===== src/rtl/reaction_pkg.sv =====
// Shared types and constants for the reaction-time round sequencer.
package reaction_pkg;

  typedef enum logic [2:0] {
    ST_IDLE  = 3'd0,
    ST_ARMED = 3'd1,
    ST_RUN   = 3'd2,
    ST_DONE  = 3'd3,
    ST_FOUL  = 3'd4
  } state_e;

  localparam int unsigned BCD_W     = 16;
  localparam logic [15:0] LFSR_SEED = 16'hACE1;
  localparam logic [15:0] LFSR_TAPS = 16'hB400;
  localparam logic [15:0] BCD_MAX   = 16'h9999;

  // One step of the right-shifting Galois LFSR; a nonzero state never maps to zero.
  function automatic logic [15:0] lfsr_step(input logic [15:0] s);
    return s[0] ? ((s >> 1) ^ LFSR_TAPS) : (s >> 1);
  endfunction

endpackage


===== src/rtl/btn_debounce.sv =====
// Two-flop synchronizer, stable-level debouncer and rising-edge pulse for one raw button.
module btn_debounce #(
  parameter int unsigned DEB_CYCLES = 500000
) (
  input  logic clk,
  input  logic rst_n,
  input  logic btn_i,
  output logic pulse_o
);

  localparam int unsigned CW = (DEB_CYCLES > 1) ? $clog2(DEB_CYCLES) : 1;

  logic [1:0]    sync_q;
  logic          level_q, level_d;
  logic [CW-1:0] cnt_q, cnt_d;
  logic          pulse_q, pulse_d;

  // Level follows the synchronized input only after DEB_CYCLES consecutive differing samples.
  always_comb begin
    level_d = level_q;
    cnt_d   = cnt_q;
    pulse_d = 1'b0;
    if (sync_q[1] == level_q) begin
      cnt_d = '0;
    end else if (cnt_q == CW'(DEB_CYCLES - 1)) begin
      level_d = sync_q[1];
      cnt_d   = '0;
      pulse_d = sync_q[1];
    end else begin
      cnt_d = cnt_q + CW'(1);
    end
  end

  always_ff @(posedge clk or negedge rst_n) begin
    if (!rst_n) begin
      sync_q  <= '0;
      level_q <= 1'b0;
      cnt_q   <= '0;
      pulse_q <= 1'b0;
    end else begin
      sync_q  <= {sync_q[0], btn_i};
      level_q <= level_d;
      cnt_q   <= cnt_d;
      pulse_q <= pulse_d;
    end
  end

  assign pulse_o = pulse_q;

endmodule


===== src/rtl/reaction_ctrl.sv =====
// Reaction-time round sequencer: random pre-go delay, then a BCD millisecond count until react.
// Optional best-time register and display select under `REACTION_BEST_TIME_EN.
module reaction_ctrl
  import reaction_pkg::*;
#(
  parameter int unsigned TICK_DIV    = 100000,
  parameter int unsigned MIN_WAIT_MS = 1000,
  parameter int unsigned RAND_BITS   = 11,
  parameter int unsigned DEB_CYCLES  = 500000
) (
  input  logic        sysclk,
  input  logic        rst_n,
  input  logic        btn_start,
  input  logic        btn_react,
  input  logic        show_best,
  output logic [15:0] bcd_out,
  output logic        go_led,
  output logic        freeze,
  output logic        foul,
  output logic        busy
);

  localparam int unsigned TW = (TICK_DIV > 1) ? $clog2(TICK_DIV) : 1;
  localparam int unsigned WW = $clog2(MIN_WAIT_MS + (2 ** RAND_BITS) + 1);

  logic start_p, react_p;

  btn_debounce #(.DEB_CYCLES(DEB_CYCLES)) u_deb_start (
    .clk     (sysclk),
    .rst_n   (rst_n),
    .btn_i   (btn_start),
    .pulse_o (start_p)
  );

  btn_debounce #(.DEB_CYCLES(DEB_CYCLES)) u_deb_react (
    .clk     (sysclk),
    .rst_n   (rst_n),
    .btn_i   (btn_react),
    .pulse_o (react_p)
  );

  state_e           state_q, state_d;
  logic [15:0]      lfsr_q;
  logic [TW-1:0]    tick_q, tick_d;
  logic [WW-1:0]    wait_q, wait_d;
  logic [BCD_W-1:0] bcd_q, bcd_d;
  logic [BCD_W-1:0] bcd_out_q, bcd_out_d;
  logic             go_q, freeze_q, foul_q, busy_q;
  logic             tick_c, entry_c, carry_c;
  logic [WW-1:0]    wait_load_c;
  logic [BCD_W-1:0] bcd_inc_c;

`ifdef REACTION_BEST_TIME_EN
  logic [BCD_W-1:0] best_q, best_d;
`endif

  assign tick_c      = (tick_q == TW'(TICK_DIV - 1));
  assign entry_c     = (state_d != state_q) && ((state_d == ST_ARMED) || (state_d == ST_RUN));
  assign tick_d      = (entry_c || tick_c) ? '0 : tick_q + TW'(1);
  assign wait_load_c = WW'(MIN_WAIT_MS) + WW'(lfsr_q[RAND_BITS-1:0]);

  // Decimal increment rippling from d0 to d3.
  always_comb begin
    bcd_inc_c = bcd_q;
    carry_c   = 1'b1;
    for (int i = 0; i < 4; i++) begin
      if (carry_c) begin
        if (bcd_q[4*i +: 4] == 4'd9) begin
          bcd_inc_c[4*i +: 4] = 4'd0;
        end else begin
          bcd_inc_c[4*i +: 4] = bcd_q[4*i +: 4] + 4'd1;
          carry_c             = 1'b0;
        end
      end
    end
  end

  // Next-state logic; react is evaluated before tick so a coincident press adds no count.
  always_comb begin
    state_d = state_q;
    wait_d  = wait_q;
    bcd_d   = bcd_q;
`ifdef REACTION_BEST_TIME_EN
    best_d  = best_q;
`endif
    case (state_q)
      ST_IDLE, ST_DONE, ST_FOUL: begin
        if (start_p) begin
          state_d = ST_ARMED;
          wait_d  = wait_load_c;
          bcd_d   = '0;
        end
      end
      ST_ARMED: begin
        if (react_p) begin
          state_d = ST_FOUL;
          bcd_d   = '0;
        end else if (tick_c) begin
          if (wait_q == WW'(1)) state_d = ST_RUN;
          else                  wait_d  = wait_q - WW'(1);
        end
      end
      ST_RUN: begin
        if (react_p) begin
          state_d = ST_DONE;
`ifdef REACTION_BEST_TIME_EN
          // Packed BCD digits order the same as an unsigned compare, d3 most significant.
          if (bcd_q < best_q) best_d = bcd_q;
`endif
        end else if (tick_c) begin
          bcd_d = bcd_inc_c;
          if (bcd_inc_c == BCD_MAX) state_d = ST_DONE;
        end
      end
      default: state_d = ST_IDLE;
    endcase
  end

`ifdef REACTION_BEST_TIME_EN
  assign bcd_out_d = show_best ? best_d : bcd_d;
`else
  logic unused_show_best;
  assign unused_show_best = show_best;
  assign bcd_out_d        = bcd_d;
`endif

  always_ff @(posedge sysclk or negedge rst_n) begin
    if (!rst_n) begin
      state_q   <= ST_IDLE;
      lfsr_q    <= LFSR_SEED;
      tick_q    <= '0;
      wait_q    <= '0;
      bcd_q     <= '0;
      bcd_out_q <= '0;
      go_q      <= 1'b0;
      freeze_q  <= 1'b0;
      foul_q    <= 1'b0;
      busy_q    <= 1'b0;
`ifdef REACTION_BEST_TIME_EN
      best_q    <= BCD_MAX;
`endif
    end else begin
      state_q   <= state_d;
      lfsr_q    <= lfsr_step(lfsr_q);
      tick_q    <= tick_d;
      wait_q    <= wait_d;
      bcd_q     <= bcd_d;
      bcd_out_q <= bcd_out_d;
      go_q      <= (state_d == ST_RUN);
      freeze_q  <= (state_d == ST_DONE);
      foul_q    <= (state_d == ST_FOUL);
      busy_q    <= (state_d == ST_ARMED) || (state_d == ST_RUN);
`ifdef REACTION_BEST_TIME_EN
      best_q    <= best_d;
`endif
    end
  end

  assign bcd_out = bcd_out_q;
  assign go_led  = go_q;
  assign freeze  = freeze_q;
  assign foul    = foul_q;
  assign busy    = busy_q;

endmodule


===== config.mk =====
export PLATFORM = sky130hd
export DESIGN_NAME = reaction_ctrl
export DESIGN_NICKNAME = d
export VERILOG_FILES = /design/src/rtl/reaction_pkg.sv /design/src/rtl/btn_debounce.sv /design/src/rtl/reaction_ctrl.sv
export SDC_FILE = /design/constraint.sdc
export NUM_CORES = 1
export LEC_CHECK = 0
export BUFFER_PORTS_ARGS = -buffer_cell sky130_fd_sc_hd__buf_2
export CAP_MARGIN = 20
export CORE_MARGIN = 4
export CORE_UTILIZATION = 40
export CTS_CLUSTER_DIAMETER = 30
export CTS_CLUSTER_SIZE = 24
export DETAILED_ROUTE_END_ITERATION = 7
export SYNTH_ARGS = -nofsm -noshare
export SYNTH_HDL_FRONTEND = slang
export SYNTH_SLANG_ARGS = --single-unit
export TNS_END_PERCENT = 50

===== constraint.sdc =====
create_clock -name sysclk -period 3.4 [get_ports sysclk]
set_input_delay 0.34 -clock sysclk [delete_from_list [all_inputs] [get_ports sysclk]]
set_output_delay 0.34 -clock sysclk [all_outputs]
set_load 0.005 [all_outputs]

After elaboration in Yosys (flattened, before gate mapping)

Index checks and enable logic that the tools add are counted.

$add $sub $neg: 9
Equality and inequality tests: 27
Muxes and demuxes: 40
Bitwise gates (word level): 3
Reduce and logical (&&, ||, !) cells: 11

Operators with widths:

| operator                                                             | count |
|---|---|
| 16-bit 2-to-1 mux                                                    | 5 |
| 19-bit 2-to-1 mux                                                    | 4 |
| 12-bit 2-to-1 mux                                                    | 4 |
| 16-bit case mux with 3 select lines                                  | 1 |
| 19-bit by 1-bit adder with 19-bit output, second input constant      | 2 |
| 19-bit == test, second input constant                                | 2 |
| 4-bit 2-to-1 mux                                                     | 7 |
| 12-bit case mux with 2 select lines                                  | 1 |
| 3-bit 2-to-1 mux                                                     | 7 |
| 17-bit by 1-bit adder with 17-bit output, second input constant      | 1 |
| 17-bit == test, second input constant                                | 1 |
| 17-bit 2-to-1 mux                                                    | 1 |
| 4-bit by 1-bit adder with 4-bit output, second input constant        | 4 |
| 16-bit == test, second input constant                                | 1 |
| 4-bit == test, second input constant                                 | 4 |
| 10-bit by 11-bit adder with 12-bit output, first input constant      | 1 |
| 12-bit by 1-bit == test with 1-bit output, second input constant     | 1 |
| 3-bit by 2-bit == test with 1-bit output, second input constant      | 4 |
| 12-bit by 1-bit subtractor with 12-bit output, second input constant | 1 |
| 2-bit inequality test, second input constant                         | 5 |
| 5-bit AND reduction                                                  | 2 |
| 1-bit 2-to-1 mux                                                     | 9 |
| 3-bit case mux with 3 select lines                                   | 1 |
| 3-bit by 1-bit == test with 1-bit output, second input constant      | 2 |
| 13 further kinds                                                     | 19 |

Register bits: 114
Bits of input ports: 5
Output and inout port bits: 20
Word-level logic and storage cells: 107

Logic depth before layout (Yosys ltp)

Depth in word-level cells: 15
Depth in mapped cells: 9
Gate-level depth less buffers: 8

Hierarchy

From an unflattened synthesis, not the netlist that was laid out.

Cell total of the unflattened synthesis: 601
Area total of the unflattened synthesis: 5839.4 um^2

Modules (own cells, without submodules):

| module        | times used | cells each | area an instance (um^2) | seq. area each (um^2) |
|---|---|---|---|---|
| reaction_ctrl | 1          | 381        | 3602.2                  | 1711.6 |
| btn_debounce  | 2          | 110        | 1118.6                  | 575.6 |

Least setup slack after synthesis

No wires, ideal clock.

Kind: flip-flop to flip-flop
Start point: register, netlist name bcd_out[5]
End point: register wait_q[9]
Setup time: 126 ps
Arrival: 2081 ps
Path slack: 1193 ps
Stages on the path, launching flop included: 9
Path buffers: 2
Period minus slack after synthesis: 2207 ps
Path through: dfrtp_1 buf_4 and4bb_1 and3_1 buf_6 mux2i_2 and4_4 o21ai_4 a221o_1

RTL lines:

| item                 | line                 | source |
|---|---|---|
| to (signal assigned) | reaction_ctrl.sv:146 | `wait_q <= wait_d;` |
| to (decl)            | reaction_ctrl.sv:45  | `logic [WW-1:0] wait_q, wait_d;` |

==> impl.org <==
** Power
- Switching power :: 0.684 mW
- Overall power consumption :: 3.38 mW
- Sequential share of power :: 0.407
- Largest voltage drop on the vdd net :: 0.000383 V
- Switching Share :: 0.202
- Proportion of power drawn by the clock network :: 0.579
- The internal portion of the total power is 2.70 mW.
- Total power density per cell area :: 493 nW/um^2
- In this run the static leakage power is 3.01 nW.
- Proportion of power drawn by combinational gates :: 0.015

** Min path
- In this run the worst hold path is classified as primary input to register.
- Counting instances, the worst hold path has a depth of 1.

** Routing
- Number of nets with antenna violations after routing :: 0
- In the final routed layout, each cell accounts on average for 14.8 um.
- Total detailed-routing wirelength :: 12200 um
- In this run, the number of DRC markers left after iteration 0 of detailed routing was 276.
- Number of remaining DRC errors :: 0
- Routed via count divided by cell count :: 5.39
- For this run, the detailed router's first-pass iteration total came to 6.
- The routed layout has 4416 vias.

** Worst setup path
- CP startpoint :: bcd_out[5]$_DFFE_PN0P_
- The critical path runs through a total of 6 cells.
- Cell-by-cell trace of the critical path :: and4bb_1 > and3_1 > mux2i_2 > nand4_4 > a221o_1 > a22o_1
- Worst path arrival time :: 2.96 ns
- Crit path max-delay family :: simple AND/OR/NAND/NOR gates
- At the worst endpoint, the required time is 3.70 ns.
- Worst r2r src :: bcd_out[5]$_DFFE_PN0P_
- The number of buffers and inverters on the critical path is 0.
- The worst setup path is launched from a register.
- In this run the worst path has a maximum fanout of 12.
- Endpoint type of the worst setup path :: register
- Cell at the slowest stage of the critical path :: dfrtp_1
- Class of the most critical setup path :: register to register
- The largest single stage delay on the critical path is 0.50 ns.
- Worst reg2reg path endpoint :: wait_q[0]$_DFFE_PN0P_
- Register-to-Register Path Depth :: 6
- R2R setup slack :: 0.75 ns
- In this run the worst setup path terminates at wait_q[0]$_DFFE_PN0P_.

** Finish
- Number of antenna repair diodes :: 0
- Utilization after layout :: 0.474
- The final layout contains 634 nets.
- Area growth syn-to-layout :: 16.1%
- In the final layout, the share of cells above drive strength 1 is 0.153.
- Final non-filler cell area :: 6860 sq um

** Timing
- Setup total negative slack :: 0 ns
- The max-slew violation total from the final report is 0.
- Count of endpoints failing hold in the final timing report :: 0
- Headroom to the max-slew limit :: 0.396
- Setup repair after global routing left no endpoint under its margin.
- For the pin with the worst max-slew slack, the measured transition is 0.906 ns.
- Fin Clk Skew :: 0.0128 ns
- Setup violations remaining at the end of the flow were counted as 0.
- Derived from the worst setup path, the maximum achievable clock frequency is 0.377 GHz.
- Final clock period utilization by the worst path :: 0.781
- The worst path needs 2.65 ns of the cycle, external delays included.

** Synthesis
- Adder and majority cell fraction of the synthesized area :: 0.0127
- Post-synthesis cell count :: 595
- YS warnings :: 0
- Counting flops with a built-in enable in the synthesized netlist gives 0.
- Number of different library cells in the post-synthesis netlist :: 72
- Synthesis produced a netlist with a net count of 606.
- Multiplexer share of the synthesized area :: 0.0169
- Yosys attributes the largest share of cell area to dfrtp_1, nor2_1, xor2_1.
- The cell area that synthesis handed to floorplanning was 5910 sq um.
- Of the total synthesized cell area, the portion taken by AND, OR, NAND and NOR gates is 0.232.
- Averaged over all synthesized cells, the footprint is 9.93 sq um.
- Counting flops and latches in the post-synthesis netlist gives 114.
- Dominant combinational cell family by area after synthesis :: simple AND/OR/NAND/NOR gates
- Share of the synthesized area in the top cell type :: 0.449
- For this run, asynchronously set or reset flops after synthesis account for 1.00.
- Among all flip-flop cells after synthesis, the most frequent one is dfrtp_1.
- Of the total synthesized cell area, the portion taken by XOR and XNOR cells is 0.0890.
- Of the synthesized area, sequential elements account for 0.485.
- The compound-gate portion of the synthesized area is 0.133.
- Biggest area consumer among synthesized cells :: dfrtp_1

** Global routing
- The initial antenna violation count came to 0.
- Largest net degree at the start of global routing :: 70
- Via count of the first global-routing pass :: 4419
- Across every metal layer, demand over resource in global routing totals 0.154.
- The total overflow left after global routing is 0.
- Global-route wire length before repair :: 20900 um

** Placement
- Last weighted congestion value of the routability-driven placer :: 0.859
- After legalization and detailed placement, the total HPWL measured 7770 um.
- The placed instances occupy a cell area of 6210 sq um.
- The count of buffers added on input and output ports is 23.

** Floorplan
- Horizontal extent of the die :: 130 um
- The total area inside the core boundary comes to 14500 sq um.
- Row Count :: 44
- Die area :: 16800 sq um
- For this design the top-level I/O count stands at 25.
- The die is 130 um tall.
- The initial utilization of the core area, before any placement, comes to 0.408.

** Clock tree
- TritonCTS Buffers :: 17
- CTS saw 114 sinks.
- TritonCTS built the clock tree.
- For this design, the CTS-stage hold fixing added 0 buffers.
- Post-CTS setup buffer count :: 0
- Clock input transition at the sequential cells of the worst setup and hold paths :: 0.06 ns
- The later pin in the worst-skew pair is clocked with a latency of 0.42 ns.
- The clock tree synthesis step divided the H-tree into 4 levels.
- Buffer depth of the longest clock path :: 2
- The tree is rooted in a clkbuf_16.
- Once the clock tree was built, the resizer swapped 0 gates to a different size.

** Flow run
- The tool flagged a number of max-cap violations equal to 0.

** Outcome
- The flow ran to the end, and the final reports show no timing, DRC or antenna violations.
-- synthesized netlist by cell type (all sizes together), types with 4 or more instances --
cell type    n
nand2b       8
dfstp        8
ha           6
a31oi       13
dfrtp      106
nor3b        4
o21ai       35
nand2       45
o31ai        7
mux2i        5
nor2        87
clkbuf      10
buf         12
nand3       21
o21a         6
xnor2       28
a21oi       22
nor2b        4
nand4       15
nor3        19
and4        10
inv         17
nor4        11
and2         5
xor2        32
and3        10
o41ai        4
-- per-stage QoR --
step / setup WS (ns) / instances / hold slack (ns)
global route: 0.590 / 820 / 0.00971
CTS: 0.750 / 820 / 0.0149
detailed placement: 0.768 / 788 / 0.337
global placement: 0.843 / 788 / 0.336
finish: 0.746 / 820 / 0.0251
floorplan: 1.19 / 595 / 0.0444
-- final cells by class --
class	count	area, sq um
inverter	17	63.8
timing repair buffer	31	190
multi-input combinational	442	2860
clock buffer	19	443
tap	184	230
clock inverter	13	208
sequential	114	2860
fill	1346	7620
-- power by group through the flow --
stage                     clock (mW)  combinational, mW  sequential, mW
after floorplan                    0             0.0159            1.40
after global placement             0             0.0510            1.40
after detailed placement           0             0.0525            1.40
after CTS                       2.00             0.0530            1.37
after global routing            2.05             0.0592            1.37
final                           1.96             0.0494            1.37
-- cells in the final DEF (no fill, tap or decap), types with 5 or more instances in the layout --
cell,n
nor4_1,10
and3_1,10
dfrtp_1,106
nand3_1,21
o31ai_1,7
xnor2_1,28
o21ai_0,27
xor2_1,32
inv_1,17
bufinv_16,5
and4_1,9
ha_1,6
nand4_1,13
clkbuf_16,17
nor2_1,87
nand2b_1,8
nor3_1,18
buf_4,8
nand2_1,43
buf_2,22
dfstp_2,8
a31oi_1,13
a21oi_1,21
o21a_1,6
o21ai_1,7
-- worst min-delay path by stage --
stage,slack [ns],startpoint,to
global route,0.01,btn_react,u_deb_react.sync_q[0]$_DFF_PN0_
floorplan,0.04,rst_n,bcd_out[0]$_DFFE_PN0P_
global placement,0.34,u_deb_start.sync_q[0]$_DFF_PN0_,u_deb_start.sync_q[1]$_DFF_PN0_
detailed placement,0.34,u_deb_start.sync_q[0]$_DFF_PN0_,u_deb_start.sync_q[1]$_DFF_PN0_
finish,0.03,btn_react,u_deb_react.sync_q[0]$_DFF_PN0_
CTS,0.01,btn_react,u_deb_react.sync_q[0]$_DFF_PN0_
-- cells by family (layout without fill, tap and decap cells) --
kind of cell | Yosys count | after routing
mux | 8 | 8
simple gates | 256 | 256
xor+xnor | 60 | 60
flops | 114 | 114
buf+inv | 39 | 80
fa+ha+maj | 6 | 6
compound gates | 112 | 112
-- registers in the layout, indices dropped and copies added, names as in the netlist --
signal               cells
go_led                   1
freeze                   1
foul                     1
u_deb_react.sync_q       2
u_deb_react.cnt_q       19
busy                     1
tick_q                  17
u_deb_start.sync_q       2
u_deb_react.level_q      1
wait_q                  12
state_q                  3
bcd_out                 16
u_deb_react.pulse_o      1
u_deb_start.level_q      1
u_deb_start.pulse_o      1
u_deb_start.cnt_q       19
lfsr_q                  16
-- layer usage --
metal | GRT usage | wire (um) | part of all wire
met5 | 0 | 0 | 0
met4 | 0.0501 | 133 | 0.011
met3 | 0.0462 | 495 | 0.041
met2 | 0.259 | 5890 | 0.48
met1 | 0.192 | 5660 | 0.46
(Power assumes the default switching activity.)
